<file path="config.mk">
export PLATFORM = sky130hd
export DESIGN_NAME = fetch_unit
export DESIGN_NICKNAME = d
export VERILOG_FILES = /design/src/rtl/fetch_unit.sv
export SDC_FILE = /design/constraint.sdc
export NUM_CORES = 1
export LEC_CHECK = 0
export ABC_AREA = 1
export CAP_MARGIN = 20
export CELL_PAD_IN_SITES_DETAIL_PLACEMENT = 0
export CELL_PAD_IN_SITES_GLOBAL_PLACEMENT = 2
export CORE_AREA = 2 2 129 131
export CTS_CLUSTER_SIZE = 12
export DETAILED_ROUTE_END_ITERATION = 8
export DIE_AREA = 0 0 131 133
export PLACE_DENSITY_LB_ADDON = 0.15
export SYNTH_ARGS = -nofsm -noshare
export SYNTH_HDL_FRONTEND = slang
export SYNTH_SLANG_ARGS = --single-unit
</file>
<file path="constraint.sdc">
create_clock -name clk -period 2.7 [get_ports clk]
set_input_delay 0.54 -clock clk [delete_from_list [all_inputs] [get_ports clk]]
set_output_delay 0.54 -clock clk [all_outputs]
set_load 0.02 [all_outputs]
</file>
<file path="src/rtl/fetch_unit.sv">
// Instruction fetch front end: program counter, single-outstanding fetch FSM,
// instruction register with decoded fields, and a condition-flag status register.
module fetch_unit #(
    parameter int PC_W = 16,
    parameter int IR_W = 32
) (
    input  logic            clk,
    input  logic            rst_f,
    input  logic            pc_rst,
    input  logic            pc_write,
    input  logic            pc_sel,
    input  logic            br_sel,
    input  logic            ir_load,
    input  logic [3:0]      stat_in,
    input  logic            stat_en,
    output logic [PC_W-1:0] imem_addr,
    output logic            imem_req,
    input  logic [IR_W-1:0] imem_rdata,
    input  logic            imem_ready,
    output logic [PC_W-1:0] pc_out,
    output logic [IR_W-1:0] ir,
    output logic [3:0]      opcode,
    output logic [3:0]      mm,
    output logic [15:0]     imm,
    output logic [3:0]      stat,
    output logic            busy,
    output logic            fetch_err
);

    typedef enum logic {
        IDLE = 1'b0,
        WAIT = 1'b1
    } state_t;

    state_t            state_reg, state_next;
    logic [PC_W-1:0]   pc_reg, pc_next;
    logic [PC_W-1:0]   addr_reg, addr_next;
    logic [IR_W-1:0]   ir_reg, ir_next;
    logic              err_reg, err_next;
    logic [3:0]        stat_reg;
    logic [PC_W-1:0]   imm_sx, imm_zx;

    // Branch immediates always come from the held instruction, widened to PC_W.
    genvar gi;
    generate
        for (gi = 0; gi < PC_W; gi++) begin : g_imm
            if (gi < 16) begin : g_lo
                assign imm_sx[gi] = ir_reg[gi];
                assign imm_zx[gi] = ir_reg[gi];
            end else begin : g_hi
                assign imm_sx[gi] = ir_reg[15];
                assign imm_zx[gi] = 1'b0;
            end
        end
    endgenerate

    always_comb begin
        pc_next = pc_reg;
        if (pc_rst) begin
            pc_next = '0;
        end else if (pc_write) begin
            if (!pc_sel)
                pc_next = pc_reg + {{(PC_W-1){1'b0}}, 1'b1};
            else if (br_sel)
                pc_next = imm_zx;
            else
                pc_next = pc_reg + imm_sx;
        end
    end

    // Only one fetch may be outstanding; a second request is flagged, not queued.
    always_comb begin
        state_next = state_reg;
        addr_next  = addr_reg;
        ir_next    = ir_reg;
        err_next   = err_reg;
        case (state_reg)
            IDLE: begin
                if (ir_load) begin
                    state_next = WAIT;
                    addr_next  = pc_reg;
                end
            end
            WAIT: begin
                if (ir_load)
                    err_next = 1'b1;
                if (imem_ready) begin
                    state_next = IDLE;
                    ir_next    = imem_rdata;
                end
            end
            default: state_next = IDLE;
        endcase
    end

    always_ff @(posedge clk) begin
        if (rst_f) begin
            state_reg <= IDLE;
            pc_reg    <= '0;
            addr_reg  <= '0;
            ir_reg    <= '0;
            err_reg   <= 1'b0;
            stat_reg  <= 4'h0;
        end else begin
            state_reg <= state_next;
            pc_reg    <= pc_next;
            addr_reg  <= addr_next;
            ir_reg    <= ir_next;
            err_reg   <= err_next;
            if (stat_en)
                stat_reg <= stat_in;
        end
    end

    assign imem_addr = addr_reg;
    assign imem_req  = (state_reg == WAIT);
    assign busy      = (state_reg == WAIT);
    assign pc_out    = pc_reg;
    assign ir        = ir_reg;
    assign opcode    = ir_reg[31:28];
    assign mm        = ir_reg[27:24];
    assign imm       = ir_reg[15:0];
    assign stat      = stat_reg;
    assign fetch_err = err_reg;

endmodule

</file>
* Word level (Yosys, flattened, before mapping)
Index checks and enable logic that the tools add are counted.
Storage, ports and cells: register bits 70, input port bits 45, output and inout port bits 95, word-level logic and storage cells 18
Operators by class: add/subtract/negate cells 2, mux-type cells 5, bitwise logic cells 1, reductions and logical operators 4
Operators by type and width (count):
- 16-bit 2-to-1 mux | 2
- 16-bit by 1-bit adder with 16-bit output, second input constant | 1
- 16-bit adder | 1
- 2-bit AND reduction | 3
- 1-bit 2-to-1 mux | 2
- 1-bit one-hot mux with 2 select lines | 1
- 2-bit OR reduction | 1
- 1-bit NOT | 1

* Longest topological paths before layout
depth in word-level cells 3, gate-level depth with buffers 13, gate-level depth less buffers 13

* Least setup slack after synthesis
OpenSTA, ideal clock, no wires.
path type reg2reg, start point register pc_reg[0] (netlist: pc_out[0]), end point register pc_reg[10] (netlist: pc_out[10]), setup time 122 ps, arrival time 1746 ps, required time 2578 ps, path slack 832 ps, stages on the path, launching flop included 13, path buffers 0, period minus slack after synthesis 1868 ps, cell sequence dfxtp_1 > ha_1 > fa_1 > nand2_1 > nand3_1 > nand3_1 > nand2_1 > a21oi_1 > inv_1 > nand2_1 > nand3_1 > nand2_1 > a21oi_2
Between the ends: word-level cells in the longest chain between the ends 3, elaborated cells on any way between the ends 4, classes of those cells add/sub (2); mux (2)
Ends and longest elaborated chain:
- from (decl) | RTL line 36 | logic [PC_W-1:0] pc_reg, pc_next;
- from (signal assigned) | RTL line 106 | pc_reg <= pc_next;
- 16-bit adder | RTL line 67 | pc_next = pc_reg + imm_sx;
- 16-bit 2-to-1 mux | RTL line 64 | else if (br_sel)
- 16-bit 2-to-1 mux (*) | RTL line 62 | if (!pc_sel)
Mark *: on every way between the ends. The rest lies on a longest branch, timed or not. A chain may end at the register's enable or synchronous reset.

* Worst setup path after layout
start point register pc_reg[7] (netlist: pc_out[7]), end point output port pc_out[7]
RTL lines:
- to (decl) | RTL line 20 | output logic [PC_W-1:0] pc_out,
No word-level cell between the ends.

==> metrics.csv <==
metric;value;unit
Setup TNS Final;0;ps
router iterations before antenna repair;4;
CP startpoint kind;flip-flop;
Int Pwr;2.33;mW
routed vias/inst;4.45;
TritonCTS buffer count;9;
Critical Path Fanout Max;7;
die width;131;um
total power;3.22;mW
crit path max-delay cell type;clkdlybuf4s50_1;
global route overflow;0;
Mapped Avg Cell Area;6.82;um2
power density over the cells;542;nW/um2
outcome;finished clean;
most frequent cells in the layout;clkdlybuf4s50_1, nand2_1, nor2_1;
Slew @ Worst Pin;612;ps
DIE AREA;17400;um2
CP required;2160;ps
Layout Utilization;36.7;%
CP max stage delay;670;ps
Layout Nets;780;
Worst Clk Skew;5.23;ps
vias in the first global route;3962;
Cells after Synth;600;
logic gate share of total power;20.5;%
commonest non-fill, non-tap cell in the layout;clkdlybuf4s50_1;
via count;4188;
CP arrival;1510;ps
CTS tree;done;
HPWL Detailed;10.5;mm
Resized Gates After CTS;0;
switching share of power;27.7;%
die height;133;um
Ys Warns;0;
Seq/Total Area, Yosys;34.3;%
Final min period;2050;ps
P_leak;2.53;nW
fin. max-slew vios;0;
share of cells above drive strength 1;8.03;%
maximum vdd drop;0.000275;V
cell taking the most area after synthesis;dfxtp_1;
clock latency on the worst-skew pair;340;ps
CP top delay family;buffers and inverters;
Yosys reg bits;70;
WHS;483;ps
first-pass GRT wire length;21.0;mm
Yosys cell types;32;
Synth area leaders;dfxtp_1, a21oi_1, o21ai_0, nand2_1, nor2_1;
net count after synthesis;662;
Synth async-reset ratio;0;%
fillers;1741;
clock slew at reported path FFs;60;ps
Fmax;0.488;GHz
hold buffers post-CTS;0;
synthesized area;4090;um2
DRC violations left;0;
wire per inst;14.3;um
Routed Antenna Nets;0;
GR Util All Layers;15.7;%
Num Clock Sinks;70;
Flop pwr share;35.7;%
io pins;140;
Clk pwr share;43.8;%
placer congestion estimate;0.795;
final WL;13.5;mm
Sw Pwr;0.892;mW
Max-Cap Viols;0;
Area Overhead vs Synth;45.0;%
HP Class;reg2reg;
Final setup violation count;0;
Port Buffer Count;139;
H-tree depth;3;
Rows;47;
clock root cell;clkbuf_16;
top_reg_cell synth;dfxtp_1;
Buf+Inv Stages, Crit Path;1;
CORE AREA;16200;um2
area taken by multi-input logic gates;2100;um2
diodes inserted;0;
worst rel slew slack;59.0;%
Clock Tree Buf Depth;2;
Hold Fails Final Rpt;0;
max reg flops;32;
starting DRC count in detailed routing;154;
antenna violations before repair;0;
largest net degree at the start of global routing;54;
crit-path cells;clkdlybuf4s50_1;
EDFF count, synth;0;
Sequential Area;1400;um2
share of the synthesized area in the top cell type;34.3;%
RSZ-0062 raised after global routing;no;
CP endpoint kind;primary output;
kind of critical path;reg2out;
Initial Util;25.3;%
Final period util;75.8;%
post-CTS setup buffer count;0;
-- cells in the mapped netlist, types with 5 or more instances --
cell type	instances
nand2_1	85
nor2_1	76
a21oi_1	74
dfxtp_1	70
o21ai_0	70
inv_1	66
buf_4	26
nand3_1	26
clkbuf_1	18
ha_1	16
o21ai_1	14
inv_2	10
xor2_1	7
nor3_1	5
-- worst paths after layout --
check	to	slack [ps]	startpoint	depth (start not counted)
worst max-delay path	pc_out[7]	650	pc_out[7]	1
worst min-delay path	fetch_err	480	fetch_err	2
worst max register to register	pc_out[12]	710	pc_out[0]	12
worst min register to register	fetch_err	480	fetch_err	2
-- power groups by stage --
stage | registers [mW] | logic, mW | clock network (mW)
3_3_place_gp | 1.17 | 0.667 | 0
3_5_place_dp | 1.17 | 0.668 | 0
6_report | 1.15 | 0.661 | 1.41
4_1_cts | 1.15 | 0.671 | 1.45
2_1_floorplan | 1.25 | 0.293 | 0
5_1_grt | 1.16 | 0.728 | 1.49
-- final cells by class --
type,count,share of cell area (%)
Multi-Input combinational cell,405,35.4
Timing Repair Buffer,155,25.5
Sequential cell,70,23.6
Inverter,77,5.10
Tap cell,220,4.64
Clock buffer,10,4.03
Clock inverter,5,1.79
-- metal layers --
layer	wire (um)	share of wire, %	vias up	global-route usage (%)
met5	0	0	-	0
met4	281	2.1	0	5.67
met3	636	4.7	18	2.79
met2	6240	46	109	25.3
met1	6330	47	1890	20.9
li1	-	-	2171	-
-- metrics by stage --
| step | worst slack (ps) | std cells | cell area [um2] |
|---|---|---|---|
| floorplan | 832 | 600 | 4090 |
| global placement | 565 | 927 | 5590 |
| detailed placement | 540 | 927 | 5590 |
| CTS | 600 | 942 | 5930 |
| global route | 501 | 942 | 5930 |
| finish | 653 | 942 | 5930 |
-- logic make-up after synthesis --
| kind of cell | after synthesis | share of synthesized area (%) |
|---|---|---|
| buffers and inverters | 125 | 14.5 |
| AO/OA/AOI/OAI | 168 | 21.2 |
| XOR/XNOR | 9 | 1.93 |
| adder cells (fa/ha/maj) | 17 | 5.38 |
| flip-flops | 70 | 34.3 |
| AND/OR/NAND/NOR | 211 | 22.8 |
(Power assumes the default switching activity.)
